## src/rtl/regfile_pkg.sv

```systemverilog
// regfile_pkg: shared constants and types for the regfile_sb register file
package regfile_pkg;
  localparam int REG_ZERO    = 0;
  localparam int DEF_WIDTH   = 32;
  localparam int DEF_REGBITS = 5;
  typedef logic [DEF_REGBITS-1:0] reg_addr_t;
  typedef logic [DEF_WIDTH-1:0]   reg_data_t;
endpackage

```

## src/rtl/regfile_rdport.sv

```systemverilog
// regfile_rdport: one read port (zero masking, optional bypass, busy flag); bypass under REGFILE_BYPASS_EN
module regfile_rdport
  import regfile_pkg::*;
#(
  parameter int WIDTH   = DEF_WIDTH,
  parameter int REGBITS = DEF_REGBITS
) (
  input  logic [REGBITS-1:0] ra_i,
  input  logic [WIDTH-1:0]   ram_rd_i,
  input  logic               pend_i,
  input  logic               regwrite_i,
  input  logic [REGBITS-1:0] wa_i,
  input  logic [WIDTH-1:0]   wd_i,
  output logic [WIDTH-1:0]   rd_o,
  output logic               rbusy_o
);
  logic zero;
  assign zero = ra_i == REGBITS'(REG_ZERO);
`ifdef REGFILE_BYPASS_EN
  logic hit;
  assign hit = regwrite_i && (wa_i == ra_i) && !zero;
  // forward same-cycle writeback data and mask the busy flag it is about to clear
  always_comb begin
    rd_o    = zero ? '0 : (hit ? wd_i : ram_rd_i);
    rbusy_o = !zero && pend_i && !hit;
  end
`else
  logic unused_wb;
  assign unused_wb = ^{regwrite_i, wa_i, wd_i};
  // stored contents and registered pending state only
  always_comb begin
    rd_o    = zero ? '0 : ram_rd_i;
    rbusy_o = !zero && pend_i;
  end
`endif
endmodule

```

## src/rtl/regfile_sb.sv

```systemverilog
// regfile_sb: MIPS register file with pending-write scoreboard; REGFILE_BYPASS_EN enables write-to-read bypass
module regfile_sb
  import regfile_pkg::*;
#(
  parameter int WIDTH   = DEF_WIDTH,
  parameter int REGBITS = DEF_REGBITS,
  parameter int NREAD   = 2
) (
  input  logic                     clk,
  input  logic                     rst_n,
  input  logic [NREAD*REGBITS-1:0] ra,
  output logic [NREAD*WIDTH-1:0]   rd,
  output logic [NREAD-1:0]         rbusy,
  input  logic                     iss_valid,
  input  logic [REGBITS-1:0]       iss_wa,
  input  logic                     regwrite,
  input  logic [REGBITS-1:0]       wa,
  input  logic [WIDTH-1:0]         wd,
  output logic [REGBITS:0]         pend_cnt,
  output logic                     idle
);
  localparam int DEPTH = 1 << REGBITS;
  logic [WIDTH-1:0]   mem_q [1:DEPTH-1];
  logic [DEPTH-1:0]   pend_q, pend_d;
  logic [REGBITS:0]   cnt_q, cnt_d;
  logic               clr, set, inc, dec;
  assign clr = regwrite && (wa != REGBITS'(REG_ZERO));
  assign set = iss_valid && (iss_wa != REGBITS'(REG_ZERO));
  // clear from writeback first, then set from issue so a same-cycle reissue stays pending
  always_comb begin
    pend_d = pend_q;
    if (clr) pend_d[wa] = 1'b0;
    if (set) pend_d[iss_wa] = 1'b1;
    pend_d[0] = 1'b0;
    inc   = set && !pend_q[iss_wa];
    dec   = clr && pend_q[wa] && !(set && iss_wa == wa);
    cnt_d = cnt_q + (REGBITS+1)'(inc) - (REGBITS+1)'(dec);
  end
  // scoreboard and pending counter
  always_ff @(posedge clk or negedge rst_n) begin
    if (!rst_n) begin
      pend_q <= '0;
      cnt_q  <= '0;
    end else begin
      pend_q <= pend_d;
      cnt_q  <= cnt_d;
    end
  end
  // register storage; register 0 is not stored and writes to it are dropped
  always_ff @(posedge clk or negedge rst_n) begin
    if (!rst_n) begin
      for (int k = 1; k < DEPTH; k++) mem_q[k] <= '0;
    end else if (clr) begin
      mem_q[wa] <= wd;
    end
  end
  assign pend_cnt = cnt_q;
  assign idle     = cnt_q == '0;
  for (genvar i = 0; i < NREAD; i++) begin : g_rd
    logic [REGBITS-1:0] ra_w;
    logic [WIDTH-1:0]   ram_rd;
    assign ra_w   = ra[i*REGBITS +: REGBITS];
    assign ram_rd = (ra_w == REGBITS'(REG_ZERO)) ? '0 : mem_q[ra_w];
    regfile_rdport #(.WIDTH(WIDTH), .REGBITS(REGBITS)) u_rdport (
      .ra_i       (ra_w),
      .ram_rd_i   (ram_rd),
      .pend_i     (pend_q[ra_w]),
      .regwrite_i (regwrite),
      .wa_i       (wa),
      .wd_i       (wd),
      .rd_o       (rd[i*WIDTH +: WIDTH]),
      .rbusy_o    (rbusy[i])
    );
  end
endmodule
```

## config.mk

```make
export PLATFORM = sky130hd
export DESIGN_NAME = regfile_sb
export DESIGN_NICKNAME = d
export VERILOG_FILES = /design/src/rtl/regfile_pkg.sv /design/src/rtl/regfile_rdport.sv /design/src/rtl/regfile_sb.sv
export SDC_FILE = /design/constraint.sdc
export NUM_CORES = 2
export LEC_CHECK = 0
export BUFFER_PORTS_ARGS = -buffer_cell sky130_fd_sc_hd__buf_2
export CAP_MARGIN = 20
export CORE_MARGIN = 2
export CORE_UTILIZATION = 40
export DETAILED_ROUTE_END_ITERATION = 10
export PLACE_DENSITY = 0.66
export SYNTH_ARGS = -nofsm -noshare
export SYNTH_HDL_FRONTEND = slang
export SYNTH_SLANG_ARGS = --single-unit
```

## constraint.sdc

```tcl
create_clock -name clk -period 2.92 [get_ports clk]
set_input_delay 0.438 -clock clk [delete_from_list [all_inputs] [get_ports clk]]
set_output_delay 0.438 -clock clk [all_outputs]
set_load 0.01 [all_outputs]
```

**Word level (Yosys, flattened, before mapping)**

Index checks and enable logic that the tools add are counted.

- Register bits: 1029
- Output and inout port bits: 73
- Word-level logic and storage cells: 97

- Add/sub/neg operators: 2
- $lt $le $gt $ge: 10
- Eq/ne operators: 1
- Multiplexer cells: 25
- Bitwise logic cells: 6
- Reduce and logical (&&, ||, !) cells: 20

Operators with widths:

| kind | number |
|---|---|
| bitwise mux 992 bit | 1 |
| binary-select mux 32 bit (select 5 bit) | 2 |
| 2-to-1 mux 32 bit | 9 |
| demux 32 bit (select 5 bit) | 1 |
| AND 32 bit | 1 |
| NOT 32 bit | 1 |
| OR 32 bit | 1 |
| < comparator 5 x 6 -> 1 bit (second input constant) | 4 |
| binary-select mux 1 bit (select 5 bit) | 4 |
| >= comparator 6 bit (second input constant) | 3 |
| NOT 5 -> 6 bit | 3 |
| logical AND 1 bit | 11 |
| demux 1 bit (select 5 bit) | 2 |
| >= comparator 5 x 1 -> 1 bit (second input constant) | 2 |
| logical NOT 5 bit | 2 |
| nonzero test 5 bit | 2 |
| adder 6 x 1 -> 6 bit | 1 |
| logical NOT 6 bit | 1 |
| < comparator 6 x 1 -> 1 bit (second input constant) | 1 |
| 2-to-1 mux 1 bit | 6 |
| subtractor 6 x 1 -> 6 bit | 1 |
| == test 5 bit | 1 |
| logical NOT 1 bit | 4 |

**Logic depth before layout (Yosys ltp)**

- Depth after elaboration: 9
- Depth in mapped cells: 15
- Mapped depth without buffers: 13

**By module**

From an unflattened synthesis, not the netlist that was laid out.

- Cells, all modules: 3868
- Area total of the unflattened synthesis: 56495.4 um^2

Modules (own cells, without submodules):

| module | instances | cells each | area each (um^2) | seq. area each (um^2) |
|---|---|---|---|---|
| regfile_sb | 1 | 3786 | 55837.3 | 25749.7 |
| regfile_rdport | 2 | 41 | 329.1 | 0.0 |

**Least setup slack after synthesis**

No wires, ideal clock.

- Path kind: input -> register
- Start point: input iss_wa[1]
- End point: register cnt_q[4] (netlist: pend_cnt[4])
- Library setup time: 80 ps
- Arrival: 2953 ps
- Required time: 2840 ps
- Setup slack: -113 ps
- Stages on the path: 13
- Buffers on the path: 2
- Cells stage by stage: clkbuf_1 -> clkbuf_1 -> mux4_2 -> a32oi_1 -> nand4_1 -> ha_1 -> inv_1 -> ha_1 -> fa_1 -> a21oi_1 -> nor2_1 -> nor2_1 -> xnor2_1

- Longest elaborated chain between the ends: 6

RTL lines:

| item | line | source |
|---|---|---|
| from (decl) | regfile_sb.sv:15 | `input logic [REGBITS-1:0] iss_wa,` |
| binary-select mux 1 bit (select 5 bit) or nonzero test 5 bit (tied branches) | regfile_sb.sv:35, regfile_sb.sv:28 |  |
| 2-to-1 mux 1 bit (not written as such) or logical AND 1 bit (tied branches) | regfile_sb.sv:35, regfile_sb.sv:28 |  |
| logical NOT 1 bit or logical AND 1 bit (tied branches) | regfile_sb.sv:35, regfile_sb.sv:36 |  |
| logical AND 1 bit or logical NOT 1 bit (tied branches) | regfile_sb.sv:35, regfile_sb.sv:36 |  |
| adder 6 x 1 -> 6 bit or logical AND 1 bit (tied branches) | regfile_sb.sv:37, regfile_sb.sv:36 |  |
| subtractor 6 x 1 -> 6 bit * | regfile_sb.sv:37 | `cnt_d = cnt_q + (REGBITS+1)'(inc) - (REGBITS+1)'(dec);` |
| net cnt_d[4] | regfile_sb.sv:25 | `logic [REGBITS:0] cnt_q, cnt_d;` |
| to (signal assigned) | regfile_sb.sv:46 | `cnt_q <= cnt_d;` |
| to (decl) | regfile_sb.sv:25 |  |

The timed path passes the listed nets; every way through them passes the cells marked *. The select of a mux whose other input is x is not followed.
A chain may end at the register's enable or synchronous reset.

**Final worst setup path**

- Start point: input ra[2]
- End point: output rd[18]

- Longest elaborated chain between the ends: 5

RTL lines:

| item | line | source |
|---|---|---|
| from (decl) | regfile_sb.sv:11 | `input logic [NREAD*REGBITS-1:0] ra,` |
| NOT 5 -> 6 bit (not written as such) | regfile_sb.sv:63 | `assign ram_rd = (ra_w == REGBITS'(REG_ZERO)) ? '0 : mem_q[ra_w];` |
| binary-select mux 32 bit (select 5 bit) | regfile_sb.sv:63 |  |
| 2-to-1 mux 32 bit (not written as such) (2 in a row) | regfile_sb.sv:63 |  |
| 2-to-1 mux 32 bit * | regfile_rdport.sv:32 | `rd_o = zero ? '0 : ram_rd_i;` |
| to (decl) | regfile_sb.sv:12 | `output logic [NREAD*WIDTH-1:0] rd,` |

Every way passes the cells marked *; elsewhere a longest branch is shown, timed or not. The select of a mux whose other input is x is not followed.

==> metrics.md <==
| Metric | Value |
|---|---|
| Finished Cell Area | between 60000 and 70000 um2 |
| Maximum vdd drop | 0.000497 V |
| Final Util | 0.472 |
| DRC | 0 |
| Fin crit share | 1.01 |
| Top FF cell, synth | dfrtp_1 |
| Die Y | 379 um |
| GPL Wtd Cong | 0.930 |
| Worst min-delay path category | primary input to flip-flop |
| Vias per cell | 6.30 |
| Post-Place Cell Area | 62000 um2 |
| Max-cap violations | 0 |
| IO buf count | 128 |
| Worst-path clk slew | 60 ps |
| CTS buffer count | roughly 110 |
| Syn nets | 4221 |
| CP required | 2480 ps |
| Fin crit period | 2960 ps |
| CTS max path bufs | 3 |
| Initial antenna violation count | 19 |
| Startpoint types | primary input |
| PwrDens | 651 nW/um2 |
| Synth Register Bits | 1029 |
| DPL Wire Length | 122000 um |
| Final #Nets | around 4400 |
| Crit path kind | primary input to primary output |
| Leak | 29.0 nW |
| CORE AREA | ~140000 um2 |
| RSZ-0062 raised after global routing | yes |
| Fin. Hold Viols | 0 |
| Sequential element share of the synthesized area | 0.457 |
| Largest net degree at the start of global routing | 102 |
| I/O Pins | around 130 |
| Peak Freq | 338 MHz |
| Slew @ Worst Pin | 938 ps |
| DR WL/cell | between 30 and 40 um |
| Gr ovfl total | 0 |
| Slew margin rel. | 0.375 |
| Final setup fails | 3 |
| TritonCTS sink count | 1029 |
| Syn_area_per_cell | 13.6 um2 |
| Fin. max-slew vios | 0 |
| Setup Skew | 3.41 ps |
| Post-Syn Area | between 50000 and 60000 um2 |
| Number of synthesized flops with an enable pin | 0 |
| Clock latency on the worst-skew pair | 710 ps |
| Area Growth Syn to Fin | 17.2% |
| Arr. time, crit path | approximately 2500 ps |
| Synth cell types | 56 |
| Outcome | finished with violations |
| # rows | 137 |
| Die W | about 380 um |
| Via count | 39980 |
| Initial DRT Pass Iterations | 7 |
| Worst-path maximum fanout | 15 |
| Synth top area share | 0.457 |
| GRT Util Overall | 0.266 |
| Root Buffer | clkbuf_16 |
| Area contributors post-synth | dfrtp_1 (46%), mux2_2 (23%), mux4_2 (12%) |
| Area leader, netlist | dfrtp_1 |
| Layout cells sized above 1 | 0.514 |
| Full die area | 144000 um2 |
| CTS tree | built |
| Final wirelength | between 150000 and 200000 um |
| Post-synthesis cell count | 4156 |
| First-pass GRT wire length | between 200000 and 300000 um |
| TNS Setup | -67.6 ps |
| Yosys warnings | 0 |
| H-tree depth | 3 |
| Fin worst setup slack | -41.8 ps |
| Crit path capture type | primary output |
| Failing checks | negative setup slack |
| Post-route ant nets | 0 |
| Initial Util | 0.403 |
| Ys async rst share | 1.00 |
| DRT iter0 DRCs | just over 4000 |
| Vias in the first global route | 40371 |
==> registers in the layout, indices dropped and copies added, names as in the netlist <==
name and cells:
mem_q 992, pend_cnt 6, pend_q 31
==> layout by cell type (no fill, tap or decap), types with 35 or more instances in the layout <==
cell and count:
mux2i_1 275, o221ai_1 35, dfrtp_1 1028, o22ai_1 130
mux2_2 1145, nor3_1 48, buf_12 109, a211oi_1 68
buf_2 117, a21oi_1 80, buf_4 318, nand2_1 134
mux4_2 311, clkbuf_16 110, o21ai_0 57, nor2b_1 36
==> critical path, stage by stage <==
cell	delay (ps)
buf_8	210
or2_2	220
buf_4	220
buf_4	240
o22ai_1	130
o21ai_2	180
a21oi_4	100
nor3_4	500
buf_2	230
==> logic make-up (layout without fill, tap and decap cells) <==
logic type,after synthesis,count (layout),share of synthesized area
AO/OA/AOI/OAI,555,555,0.0651
XOR/XNOR,9,9,0.00140
adder cells (fa/ha/maj),9,9,0.00213
buffers and inverters,454,761,0.0387
flip-flops,1029,1029,0.457
multiplexers,1741,1741,0.404
other,0,10,0
AND/OR/NAND/NOR,359,359,0.0314
==> metal layers <==
layer / GRT usage / share of wire / wire length [um] / up-vias
met1: 0.376 / 0.42 / 80300 / 21137
met2: 0.394 / 0.44 / 84600 / 2048
met4: 0.107 / 0.042 / 8040 / 16
met3: 0.0613 / 0.099 / 19100 / 433
met5: 0 / 0.00050 / 96 / -
li1: - / - / - / 16346
==> where the power goes <==
part	internal [W]	switching [W]	leakage (nW)
clock	0.00773	0.00596	1.71
sequential	0.0171	0.00210	13.2
combinational	0.00578	0.00429	14.2
==> final cells by class <==
class                   instances  area [um2]
multi-input cells            2673       28900
well taps                    1876        2350
fillers                     12180       73700
clock inverters                34         328
inverters                      10        38.8
clock buffers                 155        3120
flip-flops and latches       1029       25800
diodes                         10        25.0
repair buffers                562        5480
==> synthesized netlist by cell type, types with 8 or more instances <==
cell type	instances
a22oi_1	31
mux4_2	311
buf_4	72
mux2_1	8
mux2_2	1145
nor2b_1	38
buf_1	14
buf_2	160
o221ai_1	35
nor2_1	26
and3_1	33
o21ai_0	61
inv_1	10
o22ai_1	130
a21oi_1	107
a211o_1	32
clkbuf_1	197
nor3_1	67
a31oi_1	32
nand2b_1	10
ha_1	8
o211ai_1	32
nand2_1	150
a22o_1	14
a211oi_1	68
dfrtp_1	1029
mux2i_1	277
==> per-stage QoR <==
stage | instances | hold slack (ps) | setup WS [ps] | total power, W
3_3_place_gp | 6139 | 476 | -465 | 0.0287
2_1_floorplan | 4156 | 142 | 7.07 | 0.0256
5_1_grt | 6341 | 275 | -151 | 0.0448
3_5_place_dp | 6139 | 479 | -394 | 0.0291
6_report | 6349 | 267 | -41.8 | 0.0430
4_1_cts | 6334 | 246 | -76.0 | 0.0429
==> timing repair <==
item                       in CTS  in global routing
hold buffers                    1                  0
setup endpoints to repair      31                 31
hold endpoints to repair       28                  0
pin swaps                      26                 42
gates resized for setup        48                 40
buffers inserted                9                 10
cloned                          0                  3
==> path summary, 6_finish.rpt <==
check | from | endpoint | slack, ps | cells past startpoint
min reg2reg | mem_q[297]$_DFFE_PN0P_ | mem_q[297]$_DFFE_PN0P_ | 510 | 1
max | ra[2] | rd[18] | -40 | 9
max in group asynchronous | rst_n | mem_q[406]$_DFFE_PN0P_ | 1510 | 3
min | iss_wa[0] | pend_q[11]$_DFF_PN0_ | 270 | 2
max reg2reg | pend_q[11]$_DFF_PN0_ | pend_cnt[5]$_DFF_PN0_ | 0 | 14
min in group asynchronous | rst_n | mem_q[957]$_DFFE_PN0P_ | 340 | 2
Power figures use the tool's default switching activity.
